### src/rtl/addsub_arb_pkg.sv
// Shared types and constants for the two-requester add/sub arbiter.
// Also holds the round-robin winner selection.
package addsub_arb_pkg;

  typedef enum logic [1:0] {
    IDLE = 2'd0,
    EXEC = 2'd1,
    RESP = 2'd2
  } state_e;

  localparam logic ADD  = 1'b0;
  localparam logic SUB  = 1'b1;

  localparam logic REQ0 = 1'b0;
  localparam logic REQ1 = 1'b1;

  // Lone valid requester wins; under contention the one not granted last wins.
  function automatic logic pick_winner(input logic [1:0] valid, input logic last_grant);
    logic win;
    win = REQ0;
    case (valid)
      2'b01:   win = REQ0;
      2'b10:   win = REQ1;
      2'b11:   win = ~last_grant;
      default: win = REQ0;
    endcase
    return win;
  endfunction

endpackage

### src/rtl/addsub_core.sv
// Combinational ripple add/subtract: sum = A + (B ^ {W{sub}}) + sub.
// cout is the MSB carry; ovf compares the carries into and out of the MSB.
module addsub_core #(
  parameter int WIDTH = 4
) (
  input  logic [WIDTH-1:0] a_i,
  input  logic [WIDTH-1:0] b_i,
  input  logic             sub_i,
  output logic [WIDTH-1:0] sum_o,
  output logic             cout_o,
  output logic             ovf_o
);

  logic [WIDTH:0]   carry;
  logic [WIDTH-1:0] b_x;

  always_comb begin
    b_x      = b_i ^ {WIDTH{sub_i}};
    carry    = '0;
    carry[0] = sub_i;
    sum_o    = '0;
    for (int i = 0; i < WIDTH; i++) begin
      sum_o[i]   = a_i[i] ^ b_x[i] ^ carry[i];
      carry[i+1] = (a_i[i] & b_x[i]) | (carry[i] & (a_i[i] ^ b_x[i]));
    end
  end

  assign cout_o = carry[WIDTH];
  assign ovf_o  = carry[WIDTH] ^ carry[WIDTH-1];

endmodule

### src/rtl/addsub_share_arbiter.sv
// Round-robin arbiter plus IDLE/EXEC/RESP sequencer sharing one add/sub core
// between two requesters; results return on a single id-tagged channel.
module addsub_share_arbiter
  import addsub_arb_pkg::*;
#(
  parameter int WIDTH = 4
) (
  input  logic             clk,
  input  logic             rst_n,
  input  logic [1:0]       req_valid,
  output logic [1:0]       req_ready,
  input  logic [WIDTH-1:0] req0_a,
  input  logic [WIDTH-1:0] req0_b,
  input  logic             req0_sub,
  input  logic [WIDTH-1:0] req1_a,
  input  logic [WIDTH-1:0] req1_b,
  input  logic             req1_sub,
  output logic             rsp_valid,
  input  logic             rsp_ready,
  output logic             rsp_id,
  output logic [WIDTH-1:0] rsp_sum,
  output logic             rsp_cout,
  output logic             rsp_ovf
);

  state_e           state_q, state_d;
  logic             last_grant_q, last_grant_d;
  logic [WIDTH-1:0] a_q, a_d, b_q, b_d;
  logic             sub_q, sub_d;
  logic             id_q, id_d;
  logic             rsp_id_q, rsp_id_d;
  logic [WIDTH-1:0] rsp_sum_q, rsp_sum_d;
  logic             rsp_cout_q, rsp_cout_d;
  logic             rsp_ovf_q, rsp_ovf_d;

  logic             win;
  logic [WIDTH-1:0] core_sum;
  logic             core_cout, core_ovf;

  addsub_core #(.WIDTH(WIDTH)) u_core (
    .a_i    (a_q),
    .b_i    (b_q),
    .sub_i  (sub_q),
    .sum_o  (core_sum),
    .cout_o (core_cout),
    .ovf_o  (core_ovf)
  );

  always_comb begin
    state_d      = state_q;
    last_grant_d = last_grant_q;
    a_d          = a_q;
    b_d          = b_q;
    sub_d        = sub_q;
    id_d         = id_q;
    rsp_id_d     = rsp_id_q;
    rsp_sum_d    = rsp_sum_q;
    rsp_cout_d   = rsp_cout_q;
    rsp_ovf_d    = rsp_ovf_q;
    req_ready    = 2'b00;
    win          = pick_winner(req_valid, last_grant_q);

    case (state_q)
      IDLE: begin
        // Ready is offered only to the winner and never while reset is held.
        if (rst_n && (req_valid != 2'b00)) begin
          req_ready = (win == REQ1) ? 2'b10 : 2'b01;
          a_d       = (win == REQ1) ? req1_a   : req0_a;
          b_d       = (win == REQ1) ? req1_b   : req0_b;
          sub_d     = (win == REQ1) ? req1_sub : req0_sub;
          id_d      = win;
          state_d   = EXEC;
        end
      end
      EXEC: begin
        rsp_id_d   = id_q;
        rsp_sum_d  = core_sum;
        rsp_cout_d = core_cout;
        rsp_ovf_d  = core_ovf;
        state_d    = RESP;
      end
      RESP: begin
        if (rsp_ready) begin
          last_grant_d = rsp_id_q;
          state_d      = IDLE;
        end
      end
      default: state_d = IDLE;
    endcase
  end

  // Control and response registers: cleared by reset.
  always_ff @(posedge clk) begin
    if (!rst_n) begin
      state_q      <= IDLE;
      last_grant_q <= REQ1;
      rsp_id_q     <= 1'b0;
      rsp_sum_q    <= '0;
      rsp_cout_q   <= 1'b0;
      rsp_ovf_q    <= 1'b0;
    end else begin
      state_q      <= state_d;
      last_grant_q <= last_grant_d;
      rsp_id_q     <= rsp_id_d;
      rsp_sum_q    <= rsp_sum_d;
      rsp_cout_q   <= rsp_cout_d;
      rsp_ovf_q    <= rsp_ovf_d;
    end
  end

  // Operand capture: only meaningful after a handshake, so no reset needed.
  always_ff @(posedge clk) begin
    a_q   <= a_d;
    b_q   <= b_d;
    sub_q <= sub_d;
    id_q  <= id_d;
  end

  assign rsp_valid = (state_q == RESP);
  assign rsp_id    = rsp_id_q;
  assign rsp_sum   = rsp_sum_q;
  assign rsp_cout  = rsp_cout_q;
  assign rsp_ovf   = rsp_ovf_q;

endmodule
### config.mk
export PLATFORM = sky130hd
export DESIGN_NAME = addsub_share_arbiter
export DESIGN_NICKNAME = d
export VERILOG_FILES = /design/src/rtl/addsub_arb_pkg.sv /design/src/rtl/addsub_core.sv /design/src/rtl/addsub_share_arbiter.sv
export SDC_FILE = /design/constraint.sdc
export NUM_CORES = 1
export LEC_CHECK = 0
export CAP_MARGIN = 20
export CORE_MARGIN = 3
export CORE_UTILIZATION = 45
export CTS_BUF_LIST = sky130_fd_sc_hd__clkbuf_8
export DETAILED_ROUTE_END_ITERATION = 6
export DONT_BUFFER_PORTS = 1
export SYNTH_ARGS = -nofsm -noshare
export SYNTH_HDL_FRONTEND = slang
export SYNTH_SLANG_ARGS = --single-unit
### constraint.sdc
create_clock -name clk -period 6.6 [get_ports clk]
set_input_delay 0.33 -clock clk [delete_from_list [all_inputs] [get_ports clk]]
set_output_delay 0.33 -clock clk [all_outputs]
set_load 0.05 [all_outputs]
==> summary.txt <==
Clock tree
  • Root Driver: clkbuf_8
  • TritonCTS clock tree: done
  • Clock sink count: 20
  • Worst skew pair latency: 0.25 ns
  • Setup bufs post-CTS: 0
  • Clock buffer depth: 2
  • H-tree depth: 1
  • Cts repair resizes: 0
  • CTS clk-pin slew, worst paths: 0.07 ns
  • Inserted Clock Buffers: 3
  • Cts hold-fix bufs: 0

Min path
  • WHS Endpoint: last_grant_q
  • Hold Path Class: in2reg
  • WHS Path Cells: 1
  • Min-delay src: rst_n

Route
  • Via density: 5.11
  • Via Count: 516
  • DR iter-0 viols: 6
  • Wirelength per Cell: 13.4 µm
  • WL final: 1.36 mm
  • Drt drc: 0
  • Post-route ant nets: 0
  • Detailed Routing Iterations Pass 1: 4

STA
  • Clk_skew: 0.00515 ns
  • Hold Violations, Final: 0
  • Slew Viols, Final: 0
  • Setup_tns: 0 ns
  • Slew @ Worst Pin: 0.973 ns
  • Fin crit period: 2.30 ns
  • FMAX: approximately 0.44 GHz
  • Hold Worst Slack: around 0.15 ns
  • Final setup fails: 0
  • Final Cycle Share: 34.8%
  • RSZ-0062 raised after global routing: no
  • Relative slew slack: 35.0%

Synthesis
  • Post-Syn Area: ~970 µm²
  • Yosys reg bits: 20
  • Synth cell types: 24
  • Yosys warns: 0
  • Number of synthesized flops with an enable pin: 10
  • Sequential-to-total area share from yosys stat: between 50 and 60%
  • Syn Area/Cell: 13.2 µm²
  • Syn nets: 99
  • Dominant synthesized flop cell: edfxtp_1
  • Post-synth ARST share: 0%
  • Syn Inst Count: 73

Final layout
  • Multi-input gate area: 429 µm²
  • Area growth syn-to-layout: 5.43%
  • Layout cells sized above 1: 21.6%
  • FILL cells: 190
  • N_diodes: 0
  • Fin nets: 101
  • Register area: 500 µm²

Setup path
  • Most frequent CP cell: fa_1
  • Worst Setup Start Kind: flop
  • Worst-case reg-to-reg path depth: 9
  • CP required: 6.73 ns
  • Worst Path Arrival: 2.43 ns
  • Worst path cell trace: mux2_2, fa_1, inv_1, fa_1, inv_1, fa_1, xnor2_1, nand3_1, o21ai_0
  • Slowest cell on the critical path: edfxtp_1
  • Crit path kind: reg2reg
  • CP max FO: 4
  • Worst reg2reg path startpoint: sub_q
  • Worst r2r dst: rsp_ovf
  • Crit path capture type: flop
  • Worst reg2reg setup slack: 4.30 ns
  • Worst path max stage delay: 0.46 ns

Power and ir drop
  • PwrDens: 281 nW/µm²
  • Worst VDD drop: 0.123 mV
  • Internal: 205 µW
  • Seq pwr share: 57.7%
  • Clock power frac: around 27%
  • Cell leakage power: about 0.00037 µW
  • Switching Fraction: 28.4%
  • Net Switching: 81.4 µW
  • Comb power frac: about 15%

Placed design
  • Routability cong.: 0.606
  • Buffers on Ports: 0
  • DP HPWL: 1.09 mm

Die
  • Core area: 2000 µm²
  • Die X: 52.4 µm
  • Chip height: ~52 µm
  • Full die area: 2740 µm²
  • # IOs: 33
  • # rows: 16
  • Initial core utilization: 48.3%

Run
  • Max-cap viol count: 0

Status
  • Outcome: complete, no violations

Global route
  • Pin count of the biggest net entering global routing: 12
  • Initial antenna violation count: 0
  • First-pass GRT wire length: between 2 and 2.5 mm
  • Total Routing Usage GR: 11.8%
  • Vias in the first global route: between 400 and 500
  • GRT overflow: 0
kinds of logic (layout without fill, tap and decap cells):
family / count (synthesis) / after routing / share of synthesized area (%)
simple gates: 16 / 16 / 10.7
buf+inv: 6 / 7 / 3.88
flops: 20 / 20 / 51.7
compound gates: 8 / 8 / 6.08
fa+ha+maj: 3 / 3 / 6.21
mux: 15 / 15 / 16.8
xor+xnor: 5 / 5 / 4.53
final cells by class:
cell class / instances / area share (%)
well taps: 27 / 3.31
clock buffers: 3 / 4.05
multi-input cells: 47 / 42.1
inverters: 3 / 1.10
clock inverters: 1 / 0.368
flip-flops and latches: 20 / 49.1
registers in the layout, indices dropped and copies added (netlist names):
register / flops
sub_q: 1
last_grant_q: 1
rsp_cout: 1
a_q: 4
rsp_id: 1
rsp_ovf: 1
id_q: 1
state_q: 2
b_q: 4
rsp_sum: 4
Yosys cell counts (3+ instances only):
library cell / instances / area [µm²]
dfxtp_1: 10 / 200
edfxtp_1: 10 / 300
fa_1: 3 / 60.1
inv_1: 3 / 11.3
mux2_2: 10 / 113
mux2i_1: 5 / 50.1
nand2_1: 3 / 11.3
nor2b_1: 6 / 37.5
o21a_1: 3 / 22.5
xnor2_1: 3 / 26.3
power by group through the flow:
stage               sequential (µW)  clock (µW)  combinational (µW)
floorplan                       166           0                39.8
global placement                168           0                42.2
detailed placement              168           0                43.5
CTS                             165        81.4                43.7
global route                    167        88.1                48.9
finish                          165        78.1                43.0
worst max-delay path by stage:
stage               start       to  depth (start not counted)
floorplan           sub_q  rsp_ovf                          9
global placement    sub_q  rsp_ovf                          9
detailed placement  sub_q  rsp_ovf                          9
CTS                 sub_q  rsp_ovf                          9
global route        sub_q  rsp_ovf                          9
finish              sub_q  rsp_ovf                          9
stage by stage:
stage | power, µW | std cells | setup WS (ns) | area (µm²) | utilization [%]
floorplan | 206 | 73 | 4.46 | 967 | -
global placement | 210 | 97 | 4.32 | 975 | 48.7
detailed placement | 212 | 97 | 4.29 | 975 | 48.7
CTS | 290 | 101 | 4.28 | 1020 | 50.9
global route | 304 | 101 | 4.13 | 1020 | 50.9
finish | 286 | 101 | 4.30 | 1020 | 50.9
layout by cell type, fill, tap and decap left out, types with 2 or more instances in the layout:
cell	count
clkbuf_8	3
dfxtp_1	10
edfxtp_1	10
fa_1	3
inv_1	3
mux2_2	10
mux2i_1	5
nand2_1	3
nor2b_1	6
o21a_1	3
o21ai_0	2
xnor2_1	3
xor2_1	2
per-layer routing:
metal	track usage, %	wire length (µm)
met3	4.84	111
met4	6.38	26
met1	16.6	624
met2	15.1	595
met5	0	0
critical path, delay by kind of cell, from the launching register on:
kind / cells / cell delay [ns]
flops: 1 / 0.46
simple gates: 1 / 0.08
compound gates: 1 / 0.07
fa+ha+maj: 3 / 0.98
xor+xnor: 1 / 0.15
buf+inv: 2 / 0.14
mux: 1 / 0.31
(Power assumes the default switching activity.)
